===== config.mk =====
export PLATFORM = sky130hd
export DESIGN_NAME = music_mixer_flat
export DESIGN_NICKNAME = d
export VERILOG_FILES = /design/src/rtl/music_mixer_if.sv /design/src/rtl/music_mixer.sv /design/src/flat_wrapper.sv
export SDC_FILE = /design/constraint.sdc
export NUM_CORES = 1
export LEC_CHECK = 0
export BUFFER_PORTS_ARGS = -buffer_cell sky130_fd_sc_hd__buf_2
export CAP_MARGIN = 20
export CORE_MARGIN = 5
export CORE_UTILIZATION = 25
export CTS_CLUSTER_SIZE = 40
export DETAILED_ROUTE_END_ITERATION = 6
export PLACE_DENSITY = 0.38
export SLEW_MARGIN = 20
export SYNTH_ARGS = -nofsm -noshare
export SYNTH_HDL_FRONTEND = slang
export SYNTH_SLANG_ARGS = --single-unit

===== constraint.sdc =====
create_clock -name clk -period 12.25 [get_ports clk]
set_input_delay 0.6125 -clock clk [delete_from_list [all_inputs] [get_ports clk]]
set_output_delay 0.6125 -clock clk [all_outputs]
set_load 0.01 [all_outputs]

===== src/rtl/music_mixer_if.sv =====
// Bundles the mixer's codec-side and voice-side signals.
// master: drives frame/voice/control inputs (the bench or the system around the mixer).
// slave: the mixer itself; drives request, sample, beat and sticky status flags.
interface music_mixer_if #(
  parameter int NUM_VOICES = 3,
  parameter int SAMPLE_W   = 18
);
  logic                             new_frame;
  logic                             play;
  logic [NUM_VOICES-1:0]            voice_en;
  logic [NUM_VOICES*SAMPLE_W-1:0]   voice_sample;
  logic [NUM_VOICES-1:0]            voice_ready;
  logic [1:0]                       mix_shift;
  logic                             generate_next_sample;
  logic                             new_sample_generated;
  logic signed [SAMPLE_W-1:0]       sample_out;
  logic                             beat;
  logic                             overrun;
  logic                             voice_timeout;

  modport master (
    output new_frame, play, voice_en, voice_sample, voice_ready, mix_shift,
    input  generate_next_sample, new_sample_generated, sample_out, beat,
           overrun, voice_timeout
  );

  modport slave (
    input  new_frame, play, voice_en, voice_sample, voice_ready, mix_shift,
    output generate_next_sample, new_sample_generated, sample_out, beat,
           overrun, voice_timeout
  );
endinterface


===== src/rtl/music_mixer.sv =====
// Voice mixer: on each codec frame edge, request samples from all voices, sum the enabled ones, attenuate, saturate.
// Latency: outputs are registered; request/sample update appear the cycle after the frame edge; a mix becomes visible at the next frame edge.
// Backpressure: none; late voices are cut off after TIMEOUT cycles and early frame edges are flagged as overrun.
// Ports: clk, reset (sync, active-low), bus (music_mixer_if.slave).
module music_mixer #(
  parameter int NUM_VOICES = 3,
  parameter int SAMPLE_W   = 18,
  parameter int BEAT_COUNT = 1000,
  parameter int TIMEOUT    = 64
) (
  input logic            clk,
  input logic            reset,
  music_mixer_if.slave   bus
);
  localparam int ACC_W = SAMPLE_W + 3;
  localparam int IDX_W = 3;
  localparam logic [IDX_W-1:0] IDX_LAST = IDX_W'(NUM_VOICES - 1);
  localparam logic [9:0]       BC_LAST  = 10'(BEAT_COUNT - 1);
  localparam logic [7:0]       TO_LAST  = 8'(TIMEOUT - 1);
  localparam logic signed [ACC_W-1:0] SAT_MAX = {4'b0000, {(SAMPLE_W-1){1'b1}}};
  localparam logic signed [ACC_W-1:0] SAT_MIN = {4'b1111, {(SAMPLE_W-1){1'b0}}};

  typedef enum logic [1:0] {IDLE, COLLECT, MIX, HOLD} state_t;
  state_t state, state_nxt;

  logic                        frame_q;
  logic [NUM_VOICES-1:0]       rdy, en_q;
  logic [1:0]                  shift_q;
  logic                        play_q;
  logic [7:0]                  tcnt;
  logic [IDX_W-1:0]            idx;
  logic [9:0]                  beat_cnt;
  logic signed [ACC_W-1:0]     acc;
  logic signed [SAMPLE_W-1:0]  hold [NUM_VOICES];
  logic signed [SAMPLE_W-1:0]  pending;

  logic                        frame_edge, req, ovr, timeout_hit;
  logic [NUM_VOICES-1:0]       rdy_next;
  logic signed [ACC_W-1:0]     term, sum_final, shifted;
  logic signed [SAMPLE_W-1:0]  sat;

  assign frame_edge = bus.new_frame & ~frame_q;
  assign req        = frame_edge & ((state == IDLE) | (state == HOLD));
  assign ovr        = frame_edge & ((state == COLLECT) | (state == MIX));
  // A ready arriving in the deadline cycle still counts toward completion.
  assign rdy_next   = rdy | bus.voice_ready;

  // One voice per MIX cycle; the final cycle's sum feeds shift and saturation directly.
  always_comb begin
    term = '0;
    for (int i = 0; i < NUM_VOICES; i++) begin
      if (idx == IDX_W'(i) && en_q[i]) term = {{3{hold[i][SAMPLE_W-1]}}, hold[i]};
    end
    sum_final = acc + term;
    shifted   = sum_final >>> shift_q;
    if (shifted > SAT_MAX)      sat = SAT_MAX[SAMPLE_W-1:0];
    else if (shifted < SAT_MIN) sat = SAT_MIN[SAMPLE_W-1:0];
    else                        sat = shifted[SAMPLE_W-1:0];
  end

  always_comb begin
    state_nxt   = state;
    timeout_hit = 1'b0;
    case (state)
      IDLE, HOLD: if (frame_edge) state_nxt = COLLECT;
      COLLECT: begin
        if (&(rdy_next | ~en_q)) begin
          state_nxt = MIX;
        end else if (tcnt == TO_LAST) begin
          state_nxt   = MIX;
          timeout_hit = 1'b1;
        end
      end
      MIX: if (idx == IDX_LAST) state_nxt = HOLD;
      default: state_nxt = IDLE;
    endcase
  end

  always_ff @(posedge clk) begin
    if (!reset) begin
      state                    <= IDLE;
      frame_q                  <= 1'b0;
      rdy                      <= '0;
      en_q                     <= '0;
      shift_q                  <= '0;
      play_q                   <= 1'b0;
      tcnt                     <= '0;
      idx                      <= '0;
      beat_cnt                 <= '0;
      acc                      <= '0;
      pending                  <= '0;
      for (int i = 0; i < NUM_VOICES; i++) hold[i] <= '0;
      bus.generate_next_sample <= 1'b0;
      bus.new_sample_generated <= 1'b0;
      bus.sample_out           <= '0;
      bus.beat                 <= 1'b0;
      bus.overrun              <= 1'b0;
      bus.voice_timeout        <= 1'b0;
    end else begin
      state                    <= state_nxt;
      frame_q                  <= bus.new_frame;
      bus.generate_next_sample <= req;
      bus.new_sample_generated <= 1'b0;
      bus.beat                 <= 1'b0;

      if (req) begin
        // Per-frame controls are frozen here so mid-frame changes cannot tear a mix.
        rdy     <= '0;
        tcnt    <= '0;
        idx     <= '0;
        acc     <= '0;
        en_q    <= bus.voice_en;
        shift_q <= bus.mix_shift;
        play_q  <= bus.play;
        if (beat_cnt == BC_LAST) begin
          bus.beat <= 1'b1;
          beat_cnt <= '0;
        end else begin
          beat_cnt <= beat_cnt + 10'd1;
        end
        if (state == HOLD) begin
          bus.sample_out           <= pending;
          bus.new_sample_generated <= 1'b1;
        end
      end

      if (ovr) bus.overrun <= 1'b1;

      if (state == COLLECT) begin
        for (int i = 0; i < NUM_VOICES; i++) begin
          if (bus.voice_ready[i]) hold[i] <= bus.voice_sample[i*SAMPLE_W +: SAMPLE_W];
        end
        rdy  <= rdy_next;
        tcnt <= tcnt + 8'd1;
        if (timeout_hit) bus.voice_timeout <= 1'b1;
      end

      if (state == MIX) begin
        acc <= sum_final;
        idx <= idx + 3'd1;
        if (idx == IDX_LAST) pending <= play_q ? sat : '0;
      end
    end
  end
endmodule


===== src/flat_wrapper.sv =====
// flat-port wrapper written by rule: the top's interface ports become plain ports
module music_mixer_flat 
#(
  parameter int NUM_VOICES = 3,
  parameter int SAMPLE_W   = 18,
  parameter int BEAT_COUNT = 1000,
  parameter int TIMEOUT    = 64
)
  (clk, reset, bus_new_frame, bus_play, bus_voice_en, bus_voice_sample, bus_voice_ready, bus_mix_shift, bus_generate_next_sample, bus_new_sample_generated, bus_sample_out, bus_beat, bus_overrun, bus_voice_timeout);
  music_mixer_if #(.NUM_VOICES(NUM_VOICES), .SAMPLE_W(SAMPLE_W)) bus_i ();
  input logic clk;
  input logic reset;
  input wire logic [$bits(bus_i.new_frame)-1:0] bus_new_frame;
  input wire logic [$bits(bus_i.play)-1:0] bus_play;
  input wire logic [$bits(bus_i.voice_en)-1:0] bus_voice_en;
  input wire logic [$bits(bus_i.voice_sample)-1:0] bus_voice_sample;
  input wire logic [$bits(bus_i.voice_ready)-1:0] bus_voice_ready;
  input wire logic [$bits(bus_i.mix_shift)-1:0] bus_mix_shift;
  output wire logic [$bits(bus_i.generate_next_sample)-1:0] bus_generate_next_sample;
  output wire logic [$bits(bus_i.new_sample_generated)-1:0] bus_new_sample_generated;
  output wire logic [$bits(bus_i.sample_out)-1:0] bus_sample_out;
  output wire logic [$bits(bus_i.beat)-1:0] bus_beat;
  output wire logic [$bits(bus_i.overrun)-1:0] bus_overrun;
  output wire logic [$bits(bus_i.voice_timeout)-1:0] bus_voice_timeout;
  assign bus_i.new_frame = bus_new_frame;
  assign bus_i.play = bus_play;
  assign bus_i.voice_en = bus_voice_en;
  assign bus_i.voice_sample = bus_voice_sample;
  assign bus_i.voice_ready = bus_voice_ready;
  assign bus_i.mix_shift = bus_mix_shift;
  assign bus_generate_next_sample = bus_i.generate_next_sample;
  assign bus_new_sample_generated = bus_i.new_sample_generated;
  assign bus_sample_out = bus_i.sample_out;
  assign bus_beat = bus_i.beat;
  assign bus_overrun = bus_i.overrun;
  assign bus_voice_timeout = bus_i.voice_timeout;
  music_mixer #(.NUM_VOICES(NUM_VOICES), .SAMPLE_W(SAMPLE_W), .BEAT_COUNT(BEAT_COUNT), .TIMEOUT(TIMEOUT)) u_core (.clk(clk), .reset(reset), .bus(bus_i));
endmodule

==> metrics.yaml <==
sta:
  tightest_slew_ns: 0.941
  slew_headroom: 0.369
  rsz0062_at_grt: "no"
  drv_slew: 0
  fin_crit_sh: 0.370
  hold_ws_ns: 0.420
  fin_setup_tns_ns: 0
  fmax_mhz: 220
  period_needed_ns: 4.54
  hold_violations: 0
  setup_viol: 0
  worst_clock_skew_ns: 0.0218
run_status:
  status: "finished, final reports clean"
detailed_routing:
  dr.pass1.iters: 4
  ant_nets: 0
  via_per_inst: 4.53
  drt_wl_total_mm: 20.4
  drt_iter0_drc: 270
  post-route-drc-count: 0
  post_drt_wl_per_cell_um: 15.5
  num_vias: 5951
setup_path:
  cp.buffers_inverters: 1
  crit_family: "compound AO/OA/AOI/OAI gates"
  worst-path-max-fanout: 36
  timing.rr.end: "u_core.pending[16]"
  crit_top_cell: "ha_1"
  path_cells: "inv_1 -> ha_1 -> nor2b_1 -> nand2_2 -> nor2_1 -> a21oi_1 -> ha_1 -> fa_1 -> a211oi_2 -> o211ai_2 -> a21boi_2 -> o41ai_2 -> xnor2_1 -> o21ai_1 -> a311o_4 -> o311ai_4"
  start_kind: "register"
  crit_path_max_incr_delay_ns: 0.60
  arrival_ns: 4.87
  cp-end-kind: "register"
  r2r_slack_ns: 7.71
  r2r_start: "u_core.idx[0]"
  critPathKind: "reg2reg"
  worst_path_max_delay_cell: "a311o_4"
  r2r_cells: 16
  crit_required_ns: 12.59
clocking:
  post_cts_buffers: 0
  insertion_delay_ns: 0.44
  cts_tree: "yes"
  numCtsBuffers: 17
  cts_resized: 0
  cts.sinks: 149
  cts_buffer_depth: 2
  clk_pin_slew_ns: 0.07
  clockRootBuffer: "clkbuf_16"
  h-tree-depth: 4
  postCtsHoldBufs: 0
synth:
  ys_warn_count: 0
  async_reset_ff_frac: 0
  synth_edf_count: 54
  postSynthAreaPerCell_sq_um: 9.57
  ys_seq_elements: 149
  syn_nets: 934
  synth.distinct_cells: 76
  synthFlopType: "dfxtp_1"
  syn_inst: 835
  netlist_area_sq_um: 7990
  ys_seq_area_frac: 0.441
min_path:
  hp-class: "in2reg"
  hold_end: "u_core.frame_q"
  hp-start: "bus_new_frame"
  hold_path_depth: 2
global_routing:
  grt_usage: 0.117
  grt_antenna_before_repair: 0
  grt_pass1_vias: 6237
  grt-ovfl-total: 0
  grt_max_degree: 78
  grt_pass1_wl_mm: 34.0
layout:
  drive_above_1_share: 0.187
  finalNetCount: 999
  area_delta_synth_final_pct: 16.1
  n_antenna_cell: 0
  fill_cells: 3415
  final_cell_count_no_fill: 1315
placement:
  numPlacedInstances: 1283
  portBuffers: 88
  gp_congestion: 0.778
  dp_hpwl_mm: 14.6
power:
  p_leak_uw: 0.00372
  switchingPower_uw: 458
  intPower_uw: 930
  irDropWorstVdd_mv: 0.0924
  sw_frac_of_total: 0.330
  power_frac_comb: 0.208
  pwr-share-seq: 0.431
  p_per_area_nw_per_um2: 150
  clkPwrFrac: 0.361
floorplanning:
  start_util: 0.253
  die_area_sq_um: 35600
  die_w_um: 189
  core_sq_um: 31600
  ios: 89
  die-height_um: 189
  num_rows: 65
job:
  maxCapViolCount: 0
-- routing by layer --
layer | track usage | part of all wire
met1 | 0.173 | 0.53
met5 | 0 | 0
met3 | 0.0226 | 0.032
met4 | 0.0286 | 0.0098
met2 | 0.177 | 0.43
-- state kept, by name, indices dropped and copies added, names as in the netlist, 2 cells and up --
register,cells
u_core.en_q,3
u_core.rdy,3
u_core.pending,18
u_core.acc,21
u_core.shift_q,2
u_core.state,2
u_core.beat_cnt,10
u_core.hold,54
u_core.tcnt,8
u_core.bus.sample_out,18
u_core.idx,3
-- through the flow --
| step | power, uW | setup WS [ns] | cell area (sq um) | util |
|---|---|---|---|---|
| 6_report | 1390 | 7.71 | 9270 | 0.294 |
| 5_1_grt | 1480 | 7.21 | 9270 | 0.294 |
| 4_1_cts | 1420 | 7.33 | 9270 | 0.294 |
| 3_5_place_dp | 906 | 7.37 | 8720 | 0.276 |
| 3_3_place_gp | 909 | 7.49 | 8720 | 0.276 |
| 2_1_floorplan | 815 | 8.36 | 7990 | - |
-- worst register-to-register path: stages, from the launching register on --
cell,delay (ns)
dfxtp_1,0.33
inv_1,0.11
ha_1,0.15
nor2b_1,0.37
nand2_2,0.45
nor2_1,0.21
a21oi_1,0.07
ha_1,0.27
fa_1,0.44
a211oi_2,0.31
o211ai_2,0.14
a21boi_2,0.21
o41ai_2,0.10
xnor2_1,0.39
o21ai_1,0.15
a311o_4,0.60
o311ai_4,0.14
-- cell families after synthesis --
group / share of synthesized area
simple gates: 0.203
flops: 0.441
mux: 0.0255
fa+ha+maj: 0.0526
compound gates: 0.210
xor+xnor: 0.0285
buf+inv: 0.0388
-- cell type report --
type	count	area, sq um	share of cell area
Inverter	15	56.3	0.00607
Multi-Input combinational cell	623	4160	0.448
Clock inverter	14	118	0.0127
Sequential cell	149	3520	0.380
Timing Repair Buffer	94	485	0.0523
Tap cell	402	503	0.0542
Clock buffer	18	429	0.0463
-- cells in the mapped netlist, types with 3 or more instances --
cell type  instances  share of area
a211oi_2           3         0.0047
edfxtp_1          54           0.20
inv_1             14         0.0066
o211ai_1           5         0.0047
nand3_1            9         0.0056
ha_1              32          0.050
a21boi_0          30          0.028
xor2_1            13          0.014
nand4_1           10         0.0078
a21boi_2           3         0.0042
o21a_1             7         0.0066
clkbuf_1          33          0.016
nand2_1          135          0.063
a22oi_1           18          0.017
o211ai_2           7          0.011
nor3_1             5         0.0031
and3_1            18          0.014
mux2_2             5         0.0070
o31ai_1            3         0.0028
a21o_1             3         0.0028
nor4_1             3         0.0023
and2_1            70          0.055
mux2i_1            8          0.010
o311ai_4           7          0.023
o311ai_1           6         0.0066
a21oi_1           66          0.041
dfxtp_1           95           0.24
o21ai_1            4         0.0025
nor3b_1            4         0.0038
o21ai_0           23          0.014
xnor2_1           13          0.014
o22ai_1            3         0.0023
mux4_2             3         0.0085
buf_2              6         0.0038
nor2b_1           16          0.013
nor2_1            51          0.024
-- placed cells by master, fill, tap and decap left out, drive strengths merged, types with 3 or more instances in the layout --
| cell type | instances |
|---|---|
| ha | 32 |
| xnor2 | 13 |
| nand4 | 10 |
| and3 | 18 |
| xor2 | 13 |
| mux4 | 3 |
| a211oi | 5 |
| a21oi | 68 |
| o311ai | 13 |
| and2 | 71 |
| nor2b | 16 |
| o211ai | 12 |
| nor4 | 3 |
| a22oi | 18 |
| mux2 | 5 |
| clkbuf | 18 |
| nor2 | 51 |
| nand3 | 9 |
| nor3 | 6 |
| nor3b | 5 |
| o21ai | 28 |
| edfxtp | 54 |
| nand2 | 135 |
| o21a | 8 |
| o31ai | 5 |
| dfxtp | 95 |
| buf | 94 |
| clkinv | 5 |
| o22ai | 3 |
| a21boi | 33 |
| inv | 23 |
| mux2i | 8 |
| a21o | 4 |
-- how the worst max path moves through the flow --
stage | from | endpoint | cells after the start
after floorplan | u_core.idx[0] | u_core.pending[10] | 18
after global placement | u_core.idx[0] | u_core.pending[16] | 16
after detailed placement | u_core.idx[0] | u_core.pending[1] | 15
after CTS | u_core.idx[0] | u_core.pending[16] | 16
after global routing | u_core.idx[0] | u_core.pending[1] | 16
final | u_core.idx[0] | u_core.pending[16] | 16
-- power groups by stage --
stage | Combinational, uW | Clock, uW | Sequential (uW)
after detailed placement | 296 | 0 | 610
after global placement | 299 | 0 | 610
final | 288 | 501 | 598
after global routing | 328 | 543 | 605
after floorplan | 215 | 0 | 600
after CTS | 297 | 520 | 599
Note: power is estimated with default switching activity, not from simulation.
